### config.mk
export PLATFORM = sky130hd
export DESIGN_NAME = serial_stream_source
export DESIGN_NICKNAME = d
export VERILOG_FILES = /design/src/rtl/serial_stream_source.sv
export SDC_FILE = /design/constraint.sdc
export NUM_CORES = 1
export LEC_CHECK = 0
export ABC_CLOCK_PERIOD_IN_PS = 5000
export CORE_UTILIZATION = 56
export DETAILED_ROUTE_END_ITERATION = 8
export PLACE_DENSITY = 0.83
export SETUP_SLACK_MARGIN = 0.15
export SYNTH_ARGS = -nofsm -noshare
export SYNTH_HDL_FRONTEND = slang
export SYNTH_SLANG_ARGS = --single-unit
### constraint.sdc
create_clock -name i_clk -period 5 [get_ports i_clk]
set_input_delay 1 -clock i_clk [delete_from_list [all_inputs] [get_ports i_clk]]
set_output_delay 1 -clock i_clk [all_outputs]
set_load 0.02 [all_outputs]
### src/rtl/serial_stream_source.sv
// Purpose : parallel-to-serial transmitter; buffers LENGTH-bit words in a DEPTH-entry FIFO
//           and shifts each out MSB-first on a 1-bit valid/ready serial bus, words back-to-back.
// Latency : accept-to-first-bit 2 cycles (FIFO write, then load into shifter); no bubble between queued words.
// Backpr. : i_ready=0 holds o_dout/o_dout_valid; a full FIFO drops o_ready; i_en=0 freezes everything.
//
// Ports:
//   i_clk, i_rst          clock (rising edge), synchronous active-low reset
//   i_en                  global enable; 0 freezes all state and masks o_ready/o_dout_valid
//   iv_din, i_din_valid   parallel word in; accepted when i_din_valid & o_ready
//   o_ready               FIFO can take a word this cycle
//   o_dout, o_dout_valid  serial bit (MSB first) and its valid
//   i_ready               downstream takes the serial bit this cycle
//   ov_words_sent         wrapping count of fully transmitted words
//   o_busy                FIFO non-empty or shifter active
module serial_stream_source #(
    parameter int LENGTH    = 24,
    parameter int DEPTH     = 4,
    parameter int CNT_WIDTH = 16
) (
    input  logic                 i_clk,
    input  logic                 i_rst,
    input  logic                 i_en,
    input  logic [LENGTH-1:0]    iv_din,
    input  logic                 i_din_valid,
    output logic                 o_ready,
    output logic                 o_dout,
    output logic                 o_dout_valid,
    input  logic                 i_ready,
    output logic [CNT_WIDTH-1:0] ov_words_sent,
    output logic                 o_busy
);

    localparam int PTR_W = $clog2(DEPTH);
    localparam int OCC_W = $clog2(DEPTH + 1);
    localparam int BIT_W = $clog2(LENGTH + 1);

    typedef enum logic {
        IDLE  = 1'b0,
        SHIFT = 1'b1
    } state_t;

    logic [LENGTH-1:0] mem [DEPTH];
    logic [PTR_W-1:0]  wr_ptr;
    logic [PTR_W-1:0]  rd_ptr;
    logic [OCC_W-1:0]  occ;
    state_t            state;
    logic [LENGTH-1:0] shreg;
    logic [BIT_W-1:0]  bit_cnt;
    logic              rst_done;   // low from a reset edge until the first released edge

    logic full;
    logic empty;
    logic push;
    logic pop;
    logic xfer;
    logic last_bit;

    assign full     = (occ == OCC_W'(DEPTH));
    assign empty    = (occ == '0);

    // Full blocks writes even when a pop happens in the same cycle.
    assign o_ready      = i_en & rst_done & ~full;
    assign o_dout_valid = i_en & (state == SHIFT);
    assign o_busy       = ~empty | (state == SHIFT);
    assign o_dout       = shreg[LENGTH-1];

    assign push     = i_din_valid & o_ready;
    assign xfer     = o_dout_valid & i_ready;
    assign last_bit = (bit_cnt == BIT_W'(LENGTH - 1));

    // Pop from IDLE, or on the final bit so the next word follows with no gap.
    // Occupancy is sampled from the register, so a word written this edge is
    // only visible to the pop on the following edge.
    assign pop = i_en & ~empty & ((state == IDLE) | (xfer & last_bit));

    always_ff @(posedge i_clk) begin
        if (i_rst && push) begin
            mem[wr_ptr] <= iv_din;
        end
    end

    always_ff @(posedge i_clk) begin
        if (!i_rst) begin
            wr_ptr        <= '0;
            rd_ptr        <= '0;
            occ           <= '0;
            state         <= IDLE;
            shreg         <= '0;
            bit_cnt       <= '0;
            ov_words_sent <= '0;
            rst_done      <= 1'b0;
        end else begin
            rst_done <= 1'b1;

            if (push) begin
                wr_ptr <= wr_ptr + PTR_W'(1);
            end
            if (pop) begin
                rd_ptr <= rd_ptr + PTR_W'(1);
            end

            case ({push, pop})
                2'b10:   occ <= occ + OCC_W'(1);
                2'b01:   occ <= occ - OCC_W'(1);
                default: occ <= occ;
            endcase

            if (pop) begin
                shreg   <= mem[rd_ptr];
                bit_cnt <= '0;
                state   <= SHIFT;
            end else if (xfer) begin
                shreg   <= {shreg[LENGTH-2:0], 1'b0};
                bit_cnt <= bit_cnt + BIT_W'(1);
                if (last_bit) begin
                    state <= IDLE;
                end
            end

            if (xfer && last_bit) begin
                ov_words_sent <= ov_words_sent + CNT_WIDTH'(1);
            end
        end
    end

endmodule

==> metrics.txt, run 1 <==
outcome completed; Synth Instances 412; Worst Path Required roughly 5500 ps; CP most frequent cell inv_1; worst setup path start i_en; width of the die 106.1 um; peak supply drop 0.0003238 V; post-CTS sizing 0; total CTS buffers 17; final setup margin between 1000 and 1500 ps; R2R depth 12; Seq/Total Area, Yosys 65.99%; PD cells 422.7 nW/um^2; Hold Path Depth 2; Routed WL 11.30 mm; Post-route DRC 0; nature of the critical path endpoint register; GRT Overall Usage 21.88%; worst r2r src bit_cnt[0]$_SDFFE_PP0P_; Setup Viol. Count Final 0; Clk Tree Root Cell clkbuf_8; Max Cap Viol 0; Synth Cell Area 6067 um^2; WHS Endpoint ov_words_sent[15]$_SDFFE_PN0P_; CTS max path bufs 2; final hold viol count 0; Final #Nets around 500; M2 GR Usage 35.81%; Slowest-stage cell, CP clkdlybuf4s50_1; post-route setup TNS 0 ps; grt met3 use 5.273%; CP Cell Sequence clkdlybuf4s50_1 -> nand4_4 -> o21a_1 -> buf_4 -> or2_2 -> inv_1 -> ha_1 -> inv_1 -> fa_1 -> xor2_1 -> or3_1 -> a21oi_1; # hold bufs at CTS 0; max frequency approximately 0.26 GHz; Die H 106.1 um; Initial Util 58.25%; clock latency on the worst-skew pair approximately 530 ps; largest net degree at the start of global routing 31; min-delay worst type register to register; warnings from Yosys 0; RSZ-0062 raised after global routing false; min-delay src ov_words_sent[15]$_SDFFE_PN0P_; H-tree depth 4; initial DRC count just over 200; row cnt 37; crit path time final about 3800 ps; Mapped Avg Cell Area 14.73 um^2; CTS tree built; global-route wire length before repair around 18 mm; Post-DRT Antenna Nets 0; initial antenna violation count 0; Routed WL per cell between 15 and 20 um; type of origin of the critical path input port; Rel. slew slack approximately a quarter; vias 3,613; Setup WS pre-CTS 701.8 ps; Sink Count about 150; Critical Path Fanout Max 30; Vias/cell 5.913; area post-placement 6688 um^2; GRT overflow 0; Static Leak 0.002500 uW; Ant. Diodes 0; Pre-antenna DRT Iters 5; crit path DAT approximately 4300 ps; Core ar. roughly 10,000 um^2; met1 Track Usage GR 28.21%; I/O pins 49; Netlist cell types 36; Finished Core Util 69.33%; Final Skew 8.053 ps; r2r setup slk 1700 ps; vias in the first global route 3,638; post-DP HPWL 6.917 mm; die area approximately 11,000 um^2; Synth Register Bits 152; Post-CTS Setup Bufs 0; final cycle utilization of the critical path 75.74%; worst setup path category input port to register; worst reg2reg endpoint occ[2]$_SDFFE_PN0P_; GRT busiest layer met2; Max stage delay on crit path 670 ps; layout cell share with drive strength beyond 1 14.11%; post-layout instance area 7222 um^2; Mapped Nets between 400 and 500; Port Buffers 48; max-slew violations 0; slew at the pin closest to its max-slew limit 1137 ps; CTS clock-pin slew for the worst setup and hold paths 60 ps; RD Place Congestion 0.8016; Layout area overhead 19.03%
[stage by stage]
| step | hold WS (ps) | instances | total power, uW |
|---|---|---|---|
| 2_1_floorplan | 459.1 | 412 | 1802 |
| 3_3_place_gp | 455.5 | 579 | 1917 |
| 3_5_place_dp | 468.8 | 579 | 1934 |
| 4_1_cts | 482.4 | 611 | 3073 |
| 5_1_grt | 523.0 | 611 | 3167 |
| 6_report | 474.2 | 611 | 3053 |
[cells in the mapped netlist]
| cell | number | share of area [%] |
|---|---|---|
| and2_1 | 1 | 0.10 |
| buf_2 | 8 | 0.66 |
| mux2i_1 | 29 | 4.8 |
| nand2b_1 | 4 | 0.41 |
| or2_2 | 2 | 0.21 |
| clkinv_1 | 1 | 0.062 |
| nor3_1 | 25 | 2.1 |
| inv_1 | 13 | 0.80 |
| and4_1 | 2 | 0.29 |
| o21ai_0 | 6 | 0.49 |
| o31ai_1 | 5 | 0.62 |
| nand3b_1 | 1 | 0.12 |
| nand4_4 | 1 | 0.35 |
| ha_1 | 7 | 1.4 |
| and3_1 | 5 | 0.52 |
| clkbuf_1 | 17 | 1.1 |
| nor4_1 | 3 | 0.31 |
| or4_1 | 5 | 0.62 |
| fa_1 | 1 | 0.33 |
| o311ai_0 | 1 | 0.14 |
| nor2_1 | 19 | 1.2 |
| a21oi_1 | 12 | 0.99 |
| o2111ai_1 | 1 | 0.14 |
| mux4_2 | 24 | 8.9 |
| xnor2_1 | 8 | 1.2 |
| o21a_1 | 1 | 0.12 |
| nand2_1 | 12 | 0.74 |
| or3_1 | 4 | 0.41 |
| xor2_1 | 6 | 0.87 |
| edfxtp_1 | 96 | 48 |
| a211oi_1 | 24 | 3.0 |
| nand4b_1 | 1 | 0.14 |
| dfxtp_1 | 56 | 18 |
| nand4_1 | 3 | 0.31 |
| nand2_2 | 1 | 0.10 |
| nand3_1 | 7 | 0.58 |
[how the worst max path moves through the flow]
stage	endpoint	slack, ps	cells past startpoint
after floorplan	occ[2]$_SDFFE_PN0P_	1800	12
final	occ[2]$_SDFFE_PN0P_	1210	12
after global routing	occ[2]$_SDFFE_PN0P_	1100	12
after global placement	occ[2]$_SDFFE_PN0P_	870	12
after detailed placement	occ[2]$_SDFFE_PN0P_	700	12
after CTS	occ[2]$_SDFFE_PN0P_	1240	12
[state kept, by name, indices dropped and copies added (netlist names), named ones only]
register,flops
state,1
rd_ptr,2
bit_cnt,5
occ,3
mem,96
wr_ptr,2
ov_words_sent,16
rst_done,1
shreg,24
[cells by family after synthesis]
group,count (synthesis),share of synthesized area (%)
flip-flops,152,65.99
AND/OR/NAND/NOR,96,8.455
multiplexers,53,13.69
AO/OA/AOI/OAI,50,5.486
buffers and inverters,39,2.578
XOR/XNOR,14,2.021
adder cells (fa/ha/maj),8,1.774
[power by group]
group | switching [uW] | internal (uW) | total, uW
Clock | 517 | 622 | 1140
Combinational | 236 | 211 | 447
Sequential | 55.9 | 1410 | 1470
[cell usage in the layout (no fill, tap or decap), types with 3 or more instances in the layout]
cell type,n
a211oi_1,24
nand2b_1,4
inv_8,3
clkdlybuf4s50_1,48
edfxtp_1,96
dfxtp_1,56
xor2_1,6
nor2_1,19
mux4_2,24
nand4_1,3
nor4_1,3
mux2i_1,29
inv_6,3
o31ai_1,4
inv_1,13
or4_1,5
ha_1,7
nand3_1,7
buf_4,8
clkinvlp_4,4
clkbuf_16,16
xnor2_1,8
nor3_1,25
and3_1,5
nand2_1,12
or3_1,4
o21ai_0,6
a21oi_1,12
[cell type report]
class	instances	area, um^2
timing repair buffer	56	540.5
fill	702	3194
sequential	152	4004
tap	136	170.2
clock buffer	18	417.9
multi-input combinational	221	1921
inverter	14	52.55
clock inverter	14	116.4
[critical path, delay by kind of cell]
family / cells / cell delay [ps]
adder cells (fa/ha/maj): 2 / 580
buffers and inverters: 4 / 1120
XOR/XNOR: 1 / 160
AO/OA/AOI/OAI: 2 / 360
AND/OR/NAND/NOR: 3 / 1010
[layer usage]
layer	up-vias	routed length (um)
met3	11	547
met1	1802	4880
li1	1690	-
met5	-	0
met2	110	5725
met4	0	145
(Power assumes the default switching activity.)
==> run 2: changes to the inputs <==
--- a/config.mk
+++ b/config.mk
@@ -5,7 +5,7 @@
 export SDC_FILE = /design/constraint.sdc
 export NUM_CORES = 1
 export LEC_CHECK = 0
-export ABC_CLOCK_PERIOD_IN_PS = 5000
+export ABC_CLOCK_PERIOD_IN_PS = 3670
 export CORE_UTILIZATION = 56
 export DETAILED_ROUTE_END_ITERATION = 8
 export PLACE_DENSITY = 0.83
==> constraint.sdc (replaced) <==
create_clock -name i_clk -period 3.67 [get_ports i_clk]
set_input_delay 0.734 -clock i_clk [delete_from_list [all_inputs] [get_ports i_clk]]
set_output_delay 0.734 -clock i_clk [all_outputs]
set_load 0.02 [all_outputs]
==> metrics.txt, run 2 (same netlist as run 1, synthesis figures left out) <==
total CTS buffers 17; Multi-input gate area 1921 um^2; I/O pins 49; layout cell share with drive strength beyond 1 between 10% and 20%; initial DRC count approximately 230; nature of the critical path endpoint primary output; Fillers 683; Ant. Diodes 0; Post-DRT Antenna Nets 0; Max Cap Viol 0; Core ar. 10,420 um^2; CTS max path bufs 2; H-tree depth 4; Post-CTS Setup Bufs 0; Setup Viol. Count Final 0; Routed WL 11.81 mm; post-CTS sizing 0; CTS tree built; Initial Util 58.25%; Post-route DRC 0; Pre-antenna DRT Iters 5; final cycle utilization of the critical path between 80% and 90%; PD cells a little under 600 nW/um^2; # hold bufs at CTS 0; CP Cell Sequence clkdlybuf4s50_1 -> nand2_1 -> a21oi_1 -> clkdlybuf4s50_1; post-DP HPWL 7.178 mm; Clk Tree Root Cell clkbuf_8; final hold viol count 0; outcome completed; Port Buffers 48; slew at the pin closest to its max-slew limit 1260 ps; largest registers mem x96, shreg x24, ov_words_sent x16; vias in the first global route 3,824; crit path time final ~3000 ps; die area 11,250 um^2; Die H 106.1 um; row cnt 37; Hold Path Depth 2; Finished Core Util 69.83%; clock latency on the worst-skew pair 520 ps; Worst Path Required 2940 ps; Rel. slew slack between 15 and 20%; Slowest-stage cell, CP clkdlybuf4s50_1; vias 3,689; register area 4004 um^2; Final Skew 11.54 ps; worst setup path category input port to primary output; RD Place Congestion between 0.7 and 0.8; RSZ-0062 raised after global routing false; CP most frequent cell clkdlybuf4s50_1; peak supply drop 0.0003522 V; Layout area overhead 19.88%; Final #Nets 505; Reg with most FFs mem; Critical Path Fanout Max 6; most frequent cells in the layout edfxtp_1 (96), dfxtp_1 (56), clkdlybuf4s50_1 (48); GRT Overall Usage 22.91%; largest net degree at the start of global routing 30; Static Leak 0.002543 uW; commonest non-fill, non-tap cell in the layout edfxtp_1; R2R depth 11; width of the die 106.1 um; max-slew violations 0; max reg flops 96; initial antenna violation count 0; global-route wire length before repair 19.35 mm; post-route setup TNS 0 ps; max frequency 0.3301 GHz; CTS clock-pin slew for the worst setup and hold paths 70 ps; GRT overflow 0; type of origin of the critical path input port; Max stage delay on crit path 660 ps; crit path DAT between 2000 and 2500 ps; Sink Count between 150 and 200; min-delay worst type register to register; Routed WL per cell 19.18 um; Vias/cell 5.989
-- run 2: layer usage --
layer	routed length, um	GRT usage (%)
met3	614	5.028
met2	6086	37.96
met4	163	9.722
met1	4950	29.31
met5	0	0
-- run 2: critical path: cells and delay by family --
family          cells  cell delay, ps
buf+inv             2            1280
compound gates      1             140
simple gates        1             130
-- run 2: worst paths after layout --
check | from | end | slack, ps
hold / removal | ov_words_sent[13]$_SDFFE_PN0P_ | ov_words_sent[13]$_SDFFE_PN0P_ | 490
hold reg to reg | ov_words_sent[13]$_SDFFE_PN0P_ | ov_words_sent[13]$_SDFFE_PN0P_ | 490
setup reg to reg | bit_cnt[0]$_SDFFE_PP0P_ | occ[2]$_SDFFE_PN0P_ | 930
setup / recovery | i_en | o_ready | 640
-- run 2: cell type report --
type / count / share of cell area [%]
repair buffers: 62 / 8.051
inverters: 14 / 0.7225
clock inverters: 14 / 1.737
clock buffers: 17 / 5.694
multi-input cells: 221 / 26.41
well taps: 136 / 2.340
flip-flops and latches: 152 / 55.05
-- run 2: per-stage QoR --
| step | instances | total power [uW] | hold slack [ps] | setup slack, ps | instance area, um^2 |
|---|---|---|---|---|---|
| floorplan | 412 | 2455 | 459.1 | 733.2 | 6067 |
| global placement | 585 | 2629 | 458.6 | 290.0 | 6733 |
| detailed placement | 585 | 2657 | 479.7 | 166.1 | 6733 |
| CTS | 616 | 4251 | 489.3 | 621.7 | 7273 |
| global route | 616 | 4380 | 523.5 | 552.1 | 7273 |
| finish | 616 | 4225 | 487.3 | 640.6 | 7273 |
-- run 2: where the power goes --
group | leakage (uW) | switching (uW) | internal [uW] | total, uW
Combinational | 0.000960 | 319 | 296 | 614
Sequential | 0.00132 | 104 | 1920 | 2030
Clock | 0.000264 | 728 | 857 | 1590
==> run 3: changes to the inputs <==
--- a/config.mk
+++ b/config.mk
@@ -5,10 +5,10 @@
 export SDC_FILE = /design/constraint.sdc
 export NUM_CORES = 1
 export LEC_CHECK = 0
-export ABC_CLOCK_PERIOD_IN_PS = 3670
-export CORE_UTILIZATION = 56
+export ABC_CLOCK_PERIOD_IN_PS = 2500
+export CORE_UTILIZATION = 52
 export DETAILED_ROUTE_END_ITERATION = 8
-export PLACE_DENSITY = 0.83
+export PLACE_DENSITY = 0.81
 export SETUP_SLACK_MARGIN = 0.15
 export SYNTH_ARGS = -nofsm -noshare
 export SYNTH_HDL_FRONTEND = slang
==> constraint.sdc (replaced) <==
create_clock -name i_clk -period 2.5 [get_ports i_clk]
set_input_delay 0.5 -clock i_clk [delete_from_list [all_inputs] [get_ports i_clk]]
set_output_delay 0.5 -clock i_clk [all_outputs]
set_load 0.02 [all_outputs]
==> metrics.txt, run 3 (same netlist as run 1, synthesis figures left out) <==
outcome completed; most frequent cells in the layout edfxtp_1 (96), dfxtp_1 (53), clkdlybuf4s50_1 (43); Static Leak roughly 0.0027 uW; GRT busiest layer met2; # hold bufs at CTS 0; crit path time final roughly 2300 ps; vias in the first global route roughly 3,800; Post-DRT Antenna Nets 0; vias around 3,800; CTS max path bufs 2; largest registers mem x96, shreg x24, ov_words_sent x16; Port Buffers 48; Routed WL per cell 19.07 um; type of origin of the critical path register; initial DRC count a little over 300; min-delay worst type register to register; die area 12,100 um^2; commonest non-fill, non-tap cell in the layout edfxtp_1; PD cells between 800 and 900 nW/um^2; M2 GR Usage between 30% and 40%; Fillers around 760; largest net degree at the start of global routing 30; width of the die about 110 um; Pre-antenna DRT Iters 6; Vias/cell approximately 6; Die H 110.0 um; Post-route DRC 0; met1 Track Usage GR 27.82%; initial antenna violation count 0; slew at the pin closest to its max-slew limit 410.1 ps; total CTS buffers 17; Multi-input gate area between 1500 and 2000 um^2; global-route wire length before repair ~19 mm; final hold viol count 0; row cnt 39; CTS tree built; Core ar. 11,370 um^2; Max Cap Viol 0; H-tree depth 4; Ant. Diodes 0; clock latency on the worst-skew pair 420 ps; post-route setup TNS 0 ps; Critical Path Fanout Max 4; peak supply drop 0.0009220 V; CTS clock-pin slew for the worst setup and hold paths 60 ps; Initial Util 53.36%; I/O pins 49; Setup Viol. Count Final 0; layout cell share with drive strength beyond 1 19.60%; Rel. slew slack 72.57%; Final #Nets 519; final cycle utilization of the critical path 93.56%; GRT overflow 0; nature of the critical path endpoint register; hold slack final 476.6 ps; max reg flops 96; Sink Count 152; max frequency 0.4276 GHz; GRT Overall Usage 22.51%; worst setup path category register to register; Layout area overhead 25.20%; Worst Path Required roughly 2900 ps; register area 4013 um^2; post-DP HPWL 7.175 mm; Routed WL 12.17 mm; Reg with most FFs mem; max-slew violations 0; Final Skew approximately 7.2 ps; RSZ-0062 raised after global routing true; RD Place Congestion 0.8560; Clk Tree Root Cell clkbuf_16; grt met3 use 6.114%; crit path DAT 2690 ps
run 3: cell count changes in the layout (fill, tap and decap cells not counted), sizes merged:
cell and change:
bufinv +4, dlygate4sd2 +5, clkinvlp -2, clkdlybuf4s50 -5, buf +14, inv -2
clkbuf +1
run 3: power breakdown:
| part | switching, uW | internal (uW) |
|---|---|---|
| sequential | 125 | 2820 |
| clock | 1050 | 1700 |
| combinational | 510 | 471 |
run 3: repair_timing:
action / 4_1_cts / 5_1_grt
setup endpoints to repair: 4 / 1
resized for setup: 5 / 4
setup buffers: 0 / 1
pin swaps: 0 / 3
hold endpoints to repair: 0 / 0
run 3: cell type report:
type	instances	area share, %
clock inverter	14	2.751
tap	143	2.355
clock buffer	18	5.650
multi-input combinational	221	25.73
timing repair buffer	76	9.998
inverter	14	0.6918
sequential	152	52.82
run 3: worst paths after layout:
path | cells after the start | from | slack (ps) | to
min | 2 | ov_words_sent[15]$_SDFFE_PN0P_ | 480 | ov_words_sent[15]$_SDFFE_PN0P_
min reg2reg | 2 | ov_words_sent[15]$_SDFFE_PN0P_ | 480 | ov_words_sent[15]$_SDFFE_PN0P_
max | 11 | bit_cnt[1]$_SDFFE_PP0P_ | 160 | occ[2]$_SDFFE_PN0P_
max reg2reg | 11 | bit_cnt[1]$_SDFFE_PP0P_ | 160 | occ[2]$_SDFFE_PN0P_
run 3: through the flow:
| stage | utilization (%) | power (uW) | std cells | cell area [um^2] | setup slack [ps] |
|---|---|---|---|---|---|
| 6_report | 66.81 | 6679 | 638 | 7596 | 161.1 |
| 2_1_floorplan | - | 3641 | 412 | 6116 | -26.11 |
| 4_1_cts | 66.66 | 6713 | 637 | 7579 | 164.4 |
| 3_5_place_dp | 61.10 | 3962 | 605 | 6947 | -358.3 |
| 5_1_grt | 66.81 | 6935 | 638 | 7596 | 75.57 |
| 3_3_place_gp | 61.10 | 3921 | 605 | 6947 | -268.1 |
run 3: routing by layer:
metal | part of all wire, % | routed length, um
met1 | 42 | 5110
met2 | 51 | 6265
met3 | 5.3 | 643
met4 | 1.2 | 147
met5 | 0 | 0
run 3: worst max-delay path: stages (launching register included):
cell and delay (ps):
dfxtp_4 360, ha_4 150, nand3b_1 90, o21a_1 200, or2_4 230, inv_2 80, ha_4 130, inv_2 30
fa_2 350, xor2_1 150, or3_1 330, a21oi_2 170
